==> src/rtl/sine_dac_spi.sv <==
// Streams each sampled 10-bit sine value to an SPI DAC as a 16-bit mode-0 frame,
// with an Avalon-MM slave for enable, SCLK divider and status. Optional LDAC strobe: SINE_DAC_LDAC_EN.
module sine_dac_spi #(
    parameter logic [3:0]  CMD_BITS    = 4'b0011,
    parameter logic [15:0] DEFAULT_DIV = 16'd4,
    parameter int          CS_GAP      = 2
) (
    input  logic        Clk,
    input  logic        ResetN,
    input  logic        ChipSelect,
    input  logic        Write,
    input  logic        Read,
    input  logic [1:0]  Address,
    input  logic [31:0] WriteData,
    output logic [31:0] ReadData,
    input  logic [9:0]  iData_sin,
    output logic        oSCLK,
    output logic        oMOSI,
    output logic        oCS_n
`ifdef SINE_DAC_LDAC_EN
    ,output logic       oLDAC_n
`endif
);

    typedef enum logic [2:0] {
        IDLE, SETUP, SHIFT, GAP
`ifdef SINE_DAC_LDAC_EN
        , LDAC
`endif
    } state_t;

    state_t      state_q;
    logic        en_q;
    logic [15:0] div_reg_q;
    logic [15:0] div_q;
    logic [15:0] hp_q;
    logic [5:0]  hcnt_q;
    logic [15:0] shreg_q;
    logic        sclk_q;
    logic        mosi_q;
    logic        cs_n_q;
    logic [15:0] cnt_q;
    logic [31:0] rdata_q;

    logic tick, gap_entry, wr, rd, clr, busy;
    logic unused_wdata;

    assign tick      = (hp_q == div_q);
    assign gap_entry = (state_q == SHIFT) && tick && (hcnt_q == 6'd31);
    assign wr        = ChipSelect & Write;
    assign rd        = ChipSelect & Read;
    assign clr       = wr && (Address == 2'd0) && WriteData[1];
    assign busy      = (state_q != IDLE);
    assign unused_wdata = ^WriteData[31:16];

    assign oSCLK    = sclk_q;
    assign oMOSI    = mosi_q;
    assign oCS_n    = cs_n_q;
    assign ReadData = rdata_q;

`ifdef SINE_DAC_LDAC_EN
    logic ldac_n_q;
    assign oLDAC_n = ldac_n_q;
`endif

    // Frame sequencer; hp_q counts Clk cycles within one SCLK half-period.
    always_ff @(posedge Clk or negedge ResetN) begin
        if (!ResetN) begin
            state_q <= IDLE;
            div_q   <= DEFAULT_DIV;
            hp_q    <= '0;
            hcnt_q  <= '0;
            shreg_q <= '0;
            sclk_q  <= 1'b0;
            mosi_q  <= 1'b0;
            cs_n_q  <= 1'b1;
`ifdef SINE_DAC_LDAC_EN
            ldac_n_q <= 1'b1;
`endif
        end else begin
            if (state_q == IDLE || tick) hp_q <= '0;
            else                         hp_q <= hp_q + 16'd1;

            case (state_q)
                IDLE: if (en_q) begin
                    shreg_q <= {CMD_BITS, iData_sin, 2'b00};
                    div_q   <= div_reg_q;
                    cs_n_q  <= 1'b0;
                    mosi_q  <= CMD_BITS[3];
                    hcnt_q  <= '0;
                    state_q <= SETUP;
                end
                SETUP: if (tick) begin
                    sclk_q  <= 1'b1;
                    hcnt_q  <= '0;
                    state_q <= SHIFT;
                end
                SHIFT: if (tick) begin
                    if (hcnt_q == 6'd31) begin
                        cs_n_q  <= 1'b1;
                        mosi_q  <= 1'b0;
                        hcnt_q  <= '0;
                        state_q <= GAP;
                    end else begin
                        hcnt_q <= hcnt_q + 6'd1;
                        sclk_q <= ~sclk_q;
                        // Data moves on the falling edge so it is stable at the next rise.
                        if (sclk_q) begin
                            shreg_q <= {shreg_q[14:0], 1'b0};
                            mosi_q  <= shreg_q[14];
                        end
                    end
                end
                GAP: if (tick) begin
                    if (hcnt_q == 6'(CS_GAP - 1)) begin
`ifdef SINE_DAC_LDAC_EN
                        ldac_n_q <= 1'b0;
                        state_q  <= LDAC;
`else
                        state_q  <= IDLE;
`endif
                    end else begin
                        hcnt_q <= hcnt_q + 6'd1;
                    end
                end
`ifdef SINE_DAC_LDAC_EN
                LDAC: if (tick) begin
                    ldac_n_q <= 1'b1;
                    state_q  <= IDLE;
                end
`endif
                default: state_q <= IDLE;
            endcase
        end
    end

    // Avalon register file and frame counter.
    always_ff @(posedge Clk or negedge ResetN) begin
        if (!ResetN) begin
            en_q      <= 1'b0;
            div_reg_q <= DEFAULT_DIV;
            cnt_q     <= '0;
            rdata_q   <= '0;
        end else begin
            if (wr && Address == 2'd0) en_q      <= WriteData[0];
            if (wr && Address == 2'd1) div_reg_q <= WriteData[15:0];
            if (clr)            cnt_q <= '0;
            else if (gap_entry) cnt_q <= cnt_q + 16'd1;
            if (rd) begin
                case (Address)
                    2'd0:    rdata_q <= {31'b0, en_q};
                    2'd1:    rdata_q <= {16'b0, div_reg_q};
                    2'd2:    rdata_q <= {15'b0, busy, cnt_q};
                    default: rdata_q <= '0;
                endcase
            end
        end
    end

endmodule

==> config.mk <==
export PLATFORM = sky130hd
export DESIGN_NAME = sine_dac_spi
export DESIGN_NICKNAME = d
export VERILOG_FILES = /design/src/rtl/sine_dac_spi.sv
export SDC_FILE = /design/constraint.sdc
export NUM_CORES = 1
export LEC_CHECK = 0
export ABC_AREA = 0
export CAP_MARGIN = 20
export CORE_ASPECT_RATIO = 0.75
export CORE_MARGIN = 10
export CORE_UTILIZATION = 51
export CTS_BUF_LIST = sky130_fd_sc_hd__clkbuf_2 sky130_fd_sc_hd__clkbuf_4 sky130_fd_sc_hd__clkbuf_8
export DETAILED_ROUTE_END_ITERATION = 10
export GPL_TIMING_DRIVEN = 0
export PLACE_DENSITY = 0.8
export SLEW_MARGIN = 20
export SYNTH_ARGS = -nofsm -noshare
export SYNTH_HDL_FRONTEND = slang
export SYNTH_SLANG_ARGS = --single-unit
==> constraint.sdc <==
create_clock -name Clk -period 5 [get_ports Clk]
set_clock_uncertainty 0.1 [all_clocks]
set_input_delay 0.5 -clock Clk [delete_from_list [all_inputs] [get_ports Clk]]
set_output_delay 0.5 -clock Clk [all_outputs]
set_load 0.01 [all_outputs]
==> results_dict.tcl, run 1 <==
set metrics [dict create \
    r2r-start "state_q[0]$_DFFE_PN0P_" \
    synth_fa_ha_area_share_pct 2.09 \
    pin_count 84 \
    post-synth-top-count-cell "dfrtp_1" \
    start_util_pct 52.5 \
    synth-simple-area-share_pct 17.3 \
    cts_tree "yes" \
    fin_crit_sh_pct 54.1 \
    synth_top_family_by_area "simple AND/OR/NAND/NOR gates" \
    grt_start_max_net_pins 59 \
    grt_pass1_vias 4161 \
    syn_area_sq_um 5400 \
    min_path_cells 2 \
    cp_data_arrival_time_ns 2.89 \
    num_rows 32 \
    synth_edf_count 0 \
    reg2reg_to "shreg_q[7]$_DFFE_PN0P_" \
    cp_data_required_time_ns 5.18 \
    power_mw 2.81 \
    port_buffers 52 \
    holdPathEnd "ReadData[14]$_DFFE_PN0P_" \
    seq_area_sq_um 2660 \
    root_buffer "clkbuf_8" \
    worstSetupEndpointType "flop" \
    slew_headroom_pct 54.2 \
    synthFlopType "dfrtp_1" \
    cts_max_level 3 \
    finalWorstSetupSlack_ns 2.29 \
    vias 4237 \
    crit_fanout 10 \
    synth_area_leaders "dfrtp_1 48%, mux2_2 7.1%, xor2_1 4.7%" \
    ys_seq_area_share_pct 49.2 \
    syn_area_per_cell_sq_um 10.3 \
    drt_iter0_drc 341 \
    post-place-ws_ns 2.34 \
    ir_drop_uv 188 \
    die_w_um 139 \
    rsz0062_at_grt "false" \
    synth_top_area_cell "dfrtp_1" \
    dp_hpwl_um 9520 \
    finalSetupViolCount 0 \
    firstDrtPassIters 5 \
    ctsHoldBuffers 1 \
    yosys-top-cells-count "103 x dfrtp_1, 40 x nor2_1, 36 x nand2_1" \
    tightest_slew_ns 0.687 \
    yosys_warnings 0 \
    ys_ff_latch 106 \
    synthXorXnorAreaFrac_pct 6.33 \
    fillers 816 \
    r2r.worst_path.cells 8 \
    post_drt_wl_per_cell_um 17.3 \
    async_flop_share_pct 100 \
    outcome "finished clean" \
    drt_wl_total_um 12800 \
    r2r_slack_ns 2.29 \
    fin_crit_ns 2.71 \
    synth.distinct_cells 52 \
    overflow 0 \
    netlist.area_leader.share_pct 47.8 \
    worstSetupStartpointType "flop" \
    drive_gt1_share_pct 14.5 \
    clock_latency_ns 0.38 \
    synthMuxAreaShare_pct 8.02 \
    antenna_found_initial 0 \
    maxCapViolCount 0 \
    min_path_type "reg2reg" \
    hold_viol_final 0 \
    cts.sinks 106 \
    area_growth_pct 18.2 \
    track_usage_pct 17.1 \
    min_from "ReadData[14]$_DFFE_PN0P_" \
    die-area_sq_um 15100 \
    ant_nets 0 \
    ctsResizeCount 0 \
    p_leak_nw 2.81 \
    via_per_inst 5.70 \
    routabilityCongestion 0.899 \
    grt_pass1_wl_um 21400 \
    max_freq_ghz 0.369 \
    syn_inst 523 \
    nNetsFinal 660 \
    cts_setup_buffers 0 \
    multiInputGateArea_sq_um 2460 \
    synth-compound-area-share_pct 10.8 \
    cts_max_path_buffers 2 \
    die_y_um 109 \
    power_density_nw_per_um2 441 \
    cts_buffers 9 \
    core-area_sq_um 10300 \
    diodes 0 \
    slew_violations 0 \
    drc 0 \
    critical_path_class "reg2reg" \
    clkTransAtPathRegs_ns 0.10 \
]
[routing by layer]
layer	GRT usage (%)	routed length [um]	vias to the layer above
li1	-	-	1998
met1	23.4	5910	2071
met2	26.4	5860	152
met3	4.34	928	16
met4	4.75	147	0
met5	0	0	-
[per-stage QoR]
| step | hold slack [ns] | setup TNS, ns | utilization, % | area, sq um | instances |
|---|---|---|---|---|---|
| after detailed placement | 0.367 | 0 | 60.0 | 6170 | 726 |
| final | 0.383 | 0 | 62.0 | 6380 | 743 |
| after global routing | 0.406 | 0 | 62.0 | 6380 | 743 |
| after CTS | 0.392 | 0 | 62.0 | 6380 | 743 |
| after global placement | 0.369 | -62.25 | 59.7 | 6140 | 725 |
| after floorplan | 0.104 | 0 | - | 5450 | 537 |
[worst max path at each step]
| stage | startpoint | slack, ns | to |
|---|---|---|---|
| finish | state_q[0]$_DFFE_PN0P_ | 2.29 | shreg_q[7]$_DFFE_PN0P_ |
| global route | state_q[0]$_DFFE_PN0P_ | 2.02 | shreg_q[7]$_DFFE_PN0P_ |
| CTS | state_q[0]$_DFFE_PN0P_ | 2.31 | shreg_q[11]$_DFFE_PN0P_ |
| detailed placement | state_q[0]$_DFFE_PN0P_ | 2.34 | shreg_q[7]$_DFFE_PN0P_ |
| global placement | ResetN | -0.61 | shreg_q[9]$_DFFE_PN0P_ |
| floorplan | state_q[0]$_DFFE_PN0P_ | 2.79 | hcnt_q[3]$_DFFE_PN0P_ |
[cell type report]
| type | instances | share of cell area [%] |
|---|---|---|
| buffer | 43 | 3.84 |
| clock buffer | 11 | 2.27 |
| clock inverter | 5 | 0.863 |
| inverter | 23 | 1.35 |
| multi-input combinational | 365 | 38.6 |
| sequential | 106 | 41.6 |
| tap | 136 | 2.67 |
| timing repair buffer | 54 | 8.77 |
[power by group]
group,total [mW],leakage (nW),switching (mW),internal (mW)
clock,0.542,0.0987,0.293,0.249
sequential,1.29,1.33,0.203,1.09
combinational,0.982,1.38,0.547,0.435
total,2.81,2.81,1.04,1.77
[critical path: stages, from the launching register on]
cell,delay (ns)
dfrtp_1,0.43
inv_1,0.11
ha_1,0.15
buf_2,0.22
clkinv_1,0.32
o21ai_0,0.47
clkbuf_1,0.41
o22ai_1,0.14
a311oi_1,0.26
[state kept, by name (all words and copies together) (netlist names)]
| signal | cells |
|---|---|
| oCS_n | 1 |
| div_reg_q | 16 |
| oSCLK | 1 |
| div_q | 16 |
| state_q | 2 |
| ReadData | 17 |
| hp_q | 16 |
| oMOSI | 1 |
| en_q | 1 |
| cnt_q | 16 |
| shreg_q | 13 |
| hcnt_q | 6 |
[layout by cell type, fill, tap and decap left out, types with 10 or more instances in the layout]
cell type / instances
a22oi_1: 15
a21oi_1: 12
nand2_1: 36
xnor2_1: 10
inv_1: 22
buf_4: 15
mux2_2: 34
clkbuf_1: 20
nor2_1: 40
nor4_1: 13
xor2_1: 29
nand3_1: 24
o21ai_0: 28
dfrtp_1: 103
clkdlybuf4s50_1: 51
nand4_1: 15
clkbuf_8: 10
conb_1: 15
o22ai_1: 11
a311oi_1: 11
[cell families after synthesis]
family / after synthesis
XOR/XNOR: 39
multiplexers: 39
buffers and inverters: 66
AND/OR/NAND/NOR: 175
flip-flops: 106
adder cells (fa/ha/maj): 9
other: 1
AO/OA/AOI/OAI: 88
No activity file was read; power rests on OpenSTA's default activity.
==> inputs of run 2 (changes only) <==
clock period = 2.6 ns   (was 5 ns; I/O delays follow)
==> run 2 against run 1 <==
Total power is 93% higher. Utilization grew 0.24 points. Clock-buffer cell count did not move. Sequential power grew 92%. Critical path type unchanged. Critical endpoint is now hcnt_q[3]$_DFFE_PN0P_. Largest power group unchanged.
==> results_dict.tcl, run 2 (synthesis results as in run 1) <==
set metrics [dict create \
    met1_usage_pct 23.4 \
    routabilityCongestion 0.899 \
    cts_max_path_buffers 2 \
    fin_crit_sh_pct 93.0 \
    comb_power_share_pct 35.2 \
    worstSetupEndpointType "flop" \
    p_seq_share_pct 45.6 \
    die-area_sq_um 15100 \
    slew_headroom_pct 53.5 \
    drt_iter0_drc 321 \
    final_cell_mix "103 x dfrtp_1, 51 x clkdlybuf4s50_1, 40 x nor2_1, 36 x nand2_1, 34 x mux2_2" \
    post_drt_wl_per_cell_um 17.3 \
    die_y_um 109 \
    antenna_found_initial 0 \
    clock_latency_ns 0.39 \
    firstDrtPassIters 6 \
    pin_count 84 \
    grt_pass1_wl_um 21400 \
    ant_nets 0 \
    outcome "finished clean" \
    power_switching_mw 2.02 \
    die_w_um 139 \
    p_leak_nw 2.83 \
    hold_viol_final 0 \
    grt_use_met3_pct 4.34 \
    dp_hpwl_um 9520 \
    grt.busiest_layer "met2" \
    vias 4246 \
    worstSetupStartpointType "flop" \
    cts.sinks 106 \
    drive_gt1_share_pct 15.8 \
    drt_wl_total_um 12900 \
    seq_area_sq_um 2660 \
    rsz0062_at_grt "false" \
    finalSetupViolCount 0 \
    area_growth_pct 18.7 \
    power_density_nw_per_um2 848 \
    core-area_sq_um 10300 \
    r2r_slack_ns 0.18 \
    grt_util_met2_pct 26.4 \
    critical_path_class "reg2reg" \
    timing.hold.ws_ns 0.265 \
    max_freq_ghz 0.414 \
    grt_pass1_vias 4161 \
    min_path_type "in2async" \
    largest_register_ffs 17 \
    grt_start_max_net_pins 59 \
    port_buffers 52 \
    overflow 0 \
    via_per_inst 5.71 \
    ir_drop_uv 355 \
    slew_violations 0 \
    crit_fanout 10 \
    diodes 0 \
    multiInputGateArea_sq_um 2470 \
    tightest_slew_ns 0.697 \
    place_inst 726 \
    clkPwrFrac_pct 19.2 \
    start_util_pct 52.5 \
    root_buffer "clkbuf_8" \
    fin_crit_ns 2.42 \
    drc 0 \
    maxCapViolCount 0 \
    tns_ns 0 \
    cp_data_required_time_ns 2.82 \
    nNetsFinal 661 \
    cts_tree "yes" \
    p_int_mw 3.42 \
    final_cells 744 \
    cts_buffers 9 \
    cts_max_level 3 \
    clkTransAtPathRegs_ns 0.11 \
    cp_data_arrival_time_ns 2.64 \
    track_usage_pct 17.1 \
    final_common_cell "dfrtp_1" \
    fillers 817 \
    p_sw_share_pct 37.1 \
    num_rows 32 \
]
run 2: path summary, 6_finish.rpt:
check / to / cells past startpoint / start
setup / recovery: hcnt_q[3]$_DFFE_PN0P_ / 8 / state_q[0]$_DFFE_PN0P_
hold / removal: hp_q[4]$_DFF_PN0_ / 2 / ResetN
setup reg to reg: hcnt_q[3]$_DFFE_PN0P_ / 8 / state_q[0]$_DFFE_PN0P_
hold reg to reg: ReadData[14]$_DFFE_PN0P_ / 2 / ReadData[14]$_DFFE_PN0P_
max in group asynchronous: oCS_n$_DFFE_PN1P_ / 3 / ResetN
min in group Clk: shreg_q[5]$_DFFE_PN0P_ / 3 / iData_sin[3]
run 2: final cells by class:
class | count | share of cell area, %
multi-input combinational | 365 | 38.5
timing repair buffer | 55 | 8.85
buffer | 43 | 3.95
sequential | 106 | 41.5
tap | 136 | 2.66
clock buffer | 11 | 2.27
inverter | 23 | 1.41
clock inverter | 5 | 0.860
run 2: critical path, cell delays in order, from the launching register on:
cell	delay (ns)
dfrtp_1	0.41
inv_1	0.09
ha_1	0.19
buf_2	0.19
or3_1	0.46
nor2_1	0.20
a41oi_4	0.09
or4b_1	0.53
nand2_1	0.08
run 2: layer usage:
metal	vias to the layer above	part of all wire [%]	wire, um
met1	2055	46	5950
met5	-	0	0
li1	1997	-	-
met3	20	7.5	966
met2	174	45	5760
met4	0	1.6	208
run 2: power groups by stage:
stage / combinational, mW / clock [mW] / sequential [mW]
2_1_floorplan: 1.32 / 0 / 2.41
3_3_place_gp: 1.77 / 0 / 2.47
3_5_place_dp: 1.86 / 0 / 2.50
4_1_cts: 1.87 / 1.06 / 2.47
5_1_grt: 2.13 / 1.13 / 2.53
6_report: 1.91 / 1.04 / 2.48
run 2: timing repair:
item / 4_1_cts / 5_1_grt
gates resized for setup: 1 / 13
endpoints found under the setup margin: 7 / 33
hold buffers: 1 / 0
setup buffers: 0 / 1
pin swaps: 0 / 3
hold endpoints to repair: 48 / 0
run 2: metrics by stage:
stage          worst slack, ns  util (%)  power (mW)  cell area [sq um]
2_1_floorplan            0.388         -        3.73               5450
3_3_place_gp             -2.77      59.7        4.24               6140
3_5_place_dp           -0.0625      60.0        4.36               6170
4_1_cts                0.00788      62.0        5.41               6380
5_1_grt                0.00775      62.2        5.79               6400
6_report                 0.183      62.2        5.43               6400
==> RTL change 1: new RTL, config.mk and constraints of run 2 <==
Reset style: synchronous (`ResetN`), changed in 2 clocked blocks.
--- a/src/rtl/sine_dac_spi.sv
+++ b/src/rtl/sine_dac_spi.sv
@@ -66,3 +66,3 @@
     // Frame sequencer; hp_q counts Clk cycles within one SCLK half-period.
-    always_ff @(posedge Clk or negedge ResetN) begin
+    always_ff @(posedge Clk) begin
         if (!ResetN) begin
@@ -137,3 +137,3 @@
     // Avalon register file and frame counter.
-    always_ff @(posedge Clk or negedge ResetN) begin
+    always_ff @(posedge Clk) begin
         if (!ResetN) begin
Formal check against the unedited RTL: differs if ResetN is asserted again (counterexample within 4 cycles, from zero or initial values and one cycle with ResetN low); with ResetN held inactive, the same outputs for 10 cycles.
==> RTL change 1 against run 2 <==
Synthesized cell count up 15%; register-to-register slack better by 0.04 ns; critical endpoint is now cnt_q[9]$_SDFFE_PP0P_; design area down 4.9%; synthesized area down 5.2%; highest routed layer unchanged; maximum frequency up 0.67%; setup slack better by 0.016 ns; sequential cell count unchanged; wire length up 6.9%.
Power is not compared: it rests on default switching activity, and its combinational part moved more than twofold at a synthesized area within 25%.
==> RTL change 1: results (changes against run 2) <==
Placed design
  – DP HPWL: 10500 um (+10%)
  – Placer Congestion: 0.928 (+3.2%)
  – # port buffers: 52 (unchanged)
  – Cell Area, Placed: 5860 um2 (-5.1%)

Critical path
  – FF-to-FF path depth: 8 (unchanged)
  – Reg2reg start: state_q[0]$_SDFFE_PN0P_
  – Reg2reg setup slack: 0.22 ns (+0.04 ns)
  – Reg2reg end: shreg_q[5]$_SDFFE_PN0P_
  – Crit Path Max Fanout: 10 (unchanged)
  – Data arrival time of the worst path: 2.59 ns (-0.05 ns)

STA
  – Slew headroom: 60.1% (+6.5 points)
  – WHS: 0.346 ns (+0.0810 ns)

Yosys
  – Sequential share of the synthesized area: 41.5% (-7.8 points)
  – Ranking of synthesized cells by area: dfxtp_1, nand2_1, a21boi_0
  – Post-synth top cells: nand2_1, dfxtp_1, nor2_1, clkbuf_1, a21boi_0
  – YS warnings: 0 (unchanged)
  – Unique cell type count in the Yosys netlist: 52 (unchanged)
  – Number of synthesized register bits: 106 (unchanged)
  – Async SR Flop Fraction: 0% (-100 points)

Final layout
  – Layout cells sized above 1: 8.19% (-7.6 points)
  – Nets: 737 (+11%)
  – Antenna Cells: 0 (unchanged)
  – Reg area: 2120 um2 (-20%)
  – Fillers: 848 (+3.8%)
  – Max FFs per register: 17 (unchanged)

Global route
  – Largest net degree at the start of global routing: 19 (-68%)
  – Total GRT Usage: 19.2% (+2.1 points)
  – First-pass GRT wire length: 22700 um (+6.5%)
  – Antenna violations before repair: 0 (unchanged)
  – Vias in the first global route: 4453 (+7.0%)

Clock network
  – Clock Latency Late Sink: 0.39 ns (about the same)
  – CTS buffer count: 9 (unchanged)
  – Clock slew at reported path FFs: 0.10 ns
  – Clock Tree Root: clkbuf_8
  – CTS Buffer Depth: 2 (unchanged)
  – H-tree depth: 3 (unchanged)

Pwr
  – Max VDD drop: 0.365 mV
  – Pleak: 2.38 nW
  – P_int: 2.33 mW

Routing
  – WL final: 13800 um (+6.9%)
  – Iter 0 DRT Violations: 407 (+27%)
  – Via Count: 4648 (+9.5%)
  – Total iterations of the first detailed-routing run: 5 (-1)

Status
  – Status: completed

Worst hold path
  – Worst Hold Path EP: div_reg_q[13]$_SDFFE_PN0P_
  – Hold crit path type: input port to flip-flop
  – Min-delay src: WriteData[13]
  – Hold Crit Depth: 3
==> RTL change 1: cell types whose count changed in the layout (fill, tap and decap cells not counted), moves of 18 or more <==
cell	delta
dfrtp_1	-103
a221oi_1	+18
o21ai_0	-18
dfxtp_1	+106
nand2_1	+79
mux2_2	-25
a21boi_0	+31
==> RTL change 1: through the flow <==
step                setup TNS [ns]  setup WS [ns]  cells  total power [mW]
finish                           0          0.199    816              3.23
global route                     0         0.0308    816              3.37
CTS                              0         0.0833    813              3.24
detailed placement           -1.48         -0.243    797              2.22
global placement             -1.31         -0.208    797              2.20
floorplan                        0          0.587    613              2.04
==> RTL change 1: power by group through the flow <==
stage / sequential (mW) / clock [mW] / combinational [mW]
finish: 1.69 / 1.04 / 0.503
global route: 1.70 / 1.12 / 0.552
detailed placement: 1.73 / 0 / 0.487
floorplan: 1.73 / 0 / 0.309
global placement: 1.73 / 0 / 0.473
CTS: 1.69 / 1.06 / 0.491
==> RTL change 1: layer usage <==
layer  global-route usage [%]  vias to the layer above  share of wire, %
li1                         -                     2239                 -
met1                     24.5                     2186                44
met2                     30.0                      199                45
met3                     6.11                       24               8.4
met4                     6.06                        0               1.9
met5                        0                        -                 0
==> RTL change 1: cell type report <==
cell class,instances,share of cell area [%]
sequential,106,34.8
tap,132,2.71
buffer,53,4.29
clock inverter,7,1.25
multi-input combinational,447,45.5
clock buffer,9,2.03
timing repair buffer,55,8.92
inverter,7,0.431
==> RTL change 1: worst max path at each step <==
stage,startpoint,to,slack [ns],depth (start not counted)
floorplan,state_q[0]$_SDFFE_PN0P_,hcnt_q[1]$_SDFFE_PN0P_,0.59,8
global placement,Write,cnt_q[8]$_SDFFE_PP0P_,-0.21,7
detailed placement,Write,cnt_q[12]$_SDFFE_PP0P_,-0.24,7
CTS,state_q[0]$_SDFFE_PN0P_,shreg_q[5]$_SDFFE_PN0P_,0.08,7
global route,ChipSelect,cnt_q[8]$_SDFFE_PP0P_,0.03,7
finish,ChipSelect,cnt_q[9]$_SDFFE_PP0P_,0.20,7
==> RTL change 1: critical path, stage by stage <==
cell and delay, ns:
clkdlybuf4s50_1 0.49, nor4bb_2 0.24, a21boi_0 0.44, clkbuf_1 0.44, clkbuf_1 0.40, o311ai_0 0.23
o41ai_1 0.09
==> RTL change 1: logic make-up after synthesis <==
group | share of synthesized area (%)
compound gates | 15.0
mux | 5.89
simple gates | 24.6
other cells | 0.0733
fa+ha+maj | 2.20
xor+xnor | 5.13
flops | 41.5
buf+inv | 5.60
==> RTL change 1: timing repair <==
action	4_1_cts	5_1_grt
setup endpoints to repair	0	22
gates resized for setup	0	5
buffers inserted	0	3
==> RTL change 2: new RTL, settings of run 2 <==
Without the edit above. Build with the macro `SINE_DAC_LDAC_EN` defined.
--- a/src/rtl/sine_dac_spi.sv
+++ b/src/rtl/sine_dac_spi.sv
@@ -2,2 +2,4 @@
 // with an Avalon-MM slave for enable, SCLK divider and status. Optional LDAC strobe: SINE_DAC_LDAC_EN.
+`define SINE_DAC_LDAC_EN
+
 module sine_dac_spi #(
Behaviour (old outputs only; new: oLDAC_n): no difference found for any inputs over 10 cycles, from zero or initial values and one cycle with ResetN low; that may be too few to reach the edited logic, so the function may still have changed.
==> RTL change 2 against run 2 <==
Wire length increased by 7.6%; setup slack got worse by 0.13 ns; highest routed layer unchanged; die area decreased by 1.0%; synthesized area decreased by 1.2%; design area increased by 1.3%; sequential cell count increased by 2; power decreased by 9.4%.
==> RTL change 2: results (changes against run 2) <==
Status
  – Status: completed

Yosys
  – Xor-xnor portion of the synthesized cell area: 4.93% (-1.4 points)
  – Unique cell type count in the Yosys netlist: 52 (unchanged)
  – Fraction of synthesized area in multiplexers: 7.16% (-0.86 points)
  – Compound-Gate Fraction of Synth Area: 15.0% (+4.2 points)
  – Sequential share of the synthesized area: 50.8% (+1.6 points)
  – YS warnings: 0 (unchanged)
  – Ranking of synthesized cells by area: dfrtp_1, mux2_2, o31ai_1
  – Post-synth top cells: dfrtp_1, mux2_2, nand2_1, nor2_1, o21ai_0
  – Post-Synth Adder-Cell Area: 0.939% (-1.1 points)
  – Async SR Flop Fraction: 100% (unchanged)

Routing
  – Iter 0 DRT Violations: 400 (+25%)
  – WL final: 13900 um (+7.6%)
  – Total iterations of the first detailed-routing run: 6 (unchanged)
  – Vias per inst: 5.87 (+2.8%)

Final layout
  – Layout cells sized above 1: 16.7% (+0.88 points)
  – Fillers: 836 (+2.3%)
  – Max FFs per register: 17 (unchanged)
  – Nets: 654 (-1.1%)
  – Antenna Cells: 0 (unchanged)

Pwr
  – Pleak: 2.80 nW (-1.0%)
  – Max VDD drop: 0.303 mV (-15%)
  – Sw Pwr: 1.54 mW (-23%)

Critical path
  – Crit Path Max Fanout: 10 (unchanged)
  – Reg2reg setup slack: 0.06 ns (-0.13 ns)
  – Data arrival time of the worst path: 2.75 ns (+0.11 ns)

Placed design
  – DP HPWL: 9860 um (+3.5%)
  – # port buffers: 53 (+1.9%)
  – DP Worst Slack: -0.234 ns (-0.172 ns)
  – Placer Congestion: 0.869 (-3.4%)

Global route
  – Vias in the first global route: 4155 (-0.14%)
  – Antenna violations before repair: 0 (unchanged)
  – Largest net degree at the start of global routing: 71 (+20%)
  – First-pass GRT wire length: 22200 um (+4.0%)
  – Total GRT Usage: 18.1% (+0.95 points)

Clock network
  – CTS buffer count: 9 (unchanged)
  – Clock Latency Late Sink: 0.38 ns
  – H-tree depth: 3 (unchanged)
  – Clock Tree Root: clkbuf_8
  – CTS Buffer Depth: 2 (unchanged)
  – Clock slew at reported path FFs: 0.10 ns

STA
  – Slew headroom: 62.9% (+9.4 points)
  – Final worst slack: 0.0552 ns (-0.128 ns)

Worst hold path
  – Hold crit path type: input port to async pin
RTL change 2: layer usage:
metal	vias up	track usage (%)	part of all wire, %
li1	1995	-	-
met1	2197	23.4	42
met2	140	29.7	50
met3	22	4.12	6.2
met4	0	5.48	1.3
met5	-	0	0
RTL change 2: logic make-up (layout without fill, tap and decap cells):
family / after synthesis / after routing
simple gates: 149 / 149
fa+ha+maj: 4 / 4
mux: 34 / 34
flops: 108 / 108
other cells: 1 / 15
compound gates: 122 / 122
xor+xnor: 30 / 30
buf+inv: 64 / 144
RTL change 2: final timing paths:
check,start,to,depth (start not counted)
min in group Clk,iData_sin[0],shreg_q[2]$_DFFE_PN0P_,3
worst max register to register,state_q[2]$_DFFE_PN0P_,cnt_q[5]$_DFFE_PN0P_,8
worst min register to register,ReadData[10]$_DFFE_PN0P_,ReadData[10]$_DFFE_PN0P_,2
max in group asynchronous,ResetN,oCS_n$_DFFE_PN1P_,3
worst min-delay path,ResetN,ReadData[0]$_DFFE_PN0P_,2
worst max-delay path,state_q[2]$_DFFE_PN0P_,cnt_q[5]$_DFFE_PN0P_,8
RTL change 2: final cells by class:
| class | instances | area [um2] | area share [%] |
|---|---|---|---|
| multi-input cells | 354 | 2410 | 37.1 |
| clock buffers | 12 | 165 | 2.55 |
| flip-flops and latches | 108 | 2710 | 41.8 |
| clock inverters | 4 | 70.1 | 1.08 |
| repair buffers | 64 | 637 | 9.82 |
| well taps | 136 | 170 | 2.62 |
| inverters | 19 | 71.3 | 1.10 |
| plain buffers | 45 | 256 | 3.95 |
RTL change 2: critical path, stage by stage (launching register included):
cell	delay (ns)
dfrtp_1	0.38
buf_6	0.14
or3b_1	0.39
buf_6	0.15
nor3_4	0.33
nand2_2	0.14
buf_4	0.18
or4_1	0.50
a21oi_2	0.17
RTL change 2: stage by stage:
step           utilization [%]  cells  hold slack (ns)  area (um2)
3_5_place_dp              59.7    716           0.0975        6110
3_3_place_gp              59.4    715            0.368        6090
4_1_cts                   62.4    736            0.256        6390
6_report                  63.3    742            0.247        6490
5_1_grt                   63.3    742            0.286        6490
2_1_floorplan                -    526           -0.136        5390
RTL change 2: power by group through the flow:
stage / Combinational [mW] / Sequential, mW / Clock [mW]
after floorplan: 0.793 / 2.43 / 0
after global placement: 1.08 / 2.52 / 0
after detailed placement: 1.14 / 2.55 / 0
after CTS: 1.17 / 2.52 / 1.19
after global routing: 1.34 / 2.59 / 1.26
final: 1.21 / 2.53 / 1.18
RTL change 2: what timing repair did:
action	4_1_cts	5_1_grt
buffers inserted	3	6
setup endpoints to repair	32	34
pin swaps	1	5
gates resized for setup	3	18
hold buffers	1	0
endpoints found under the hold margin	38	0
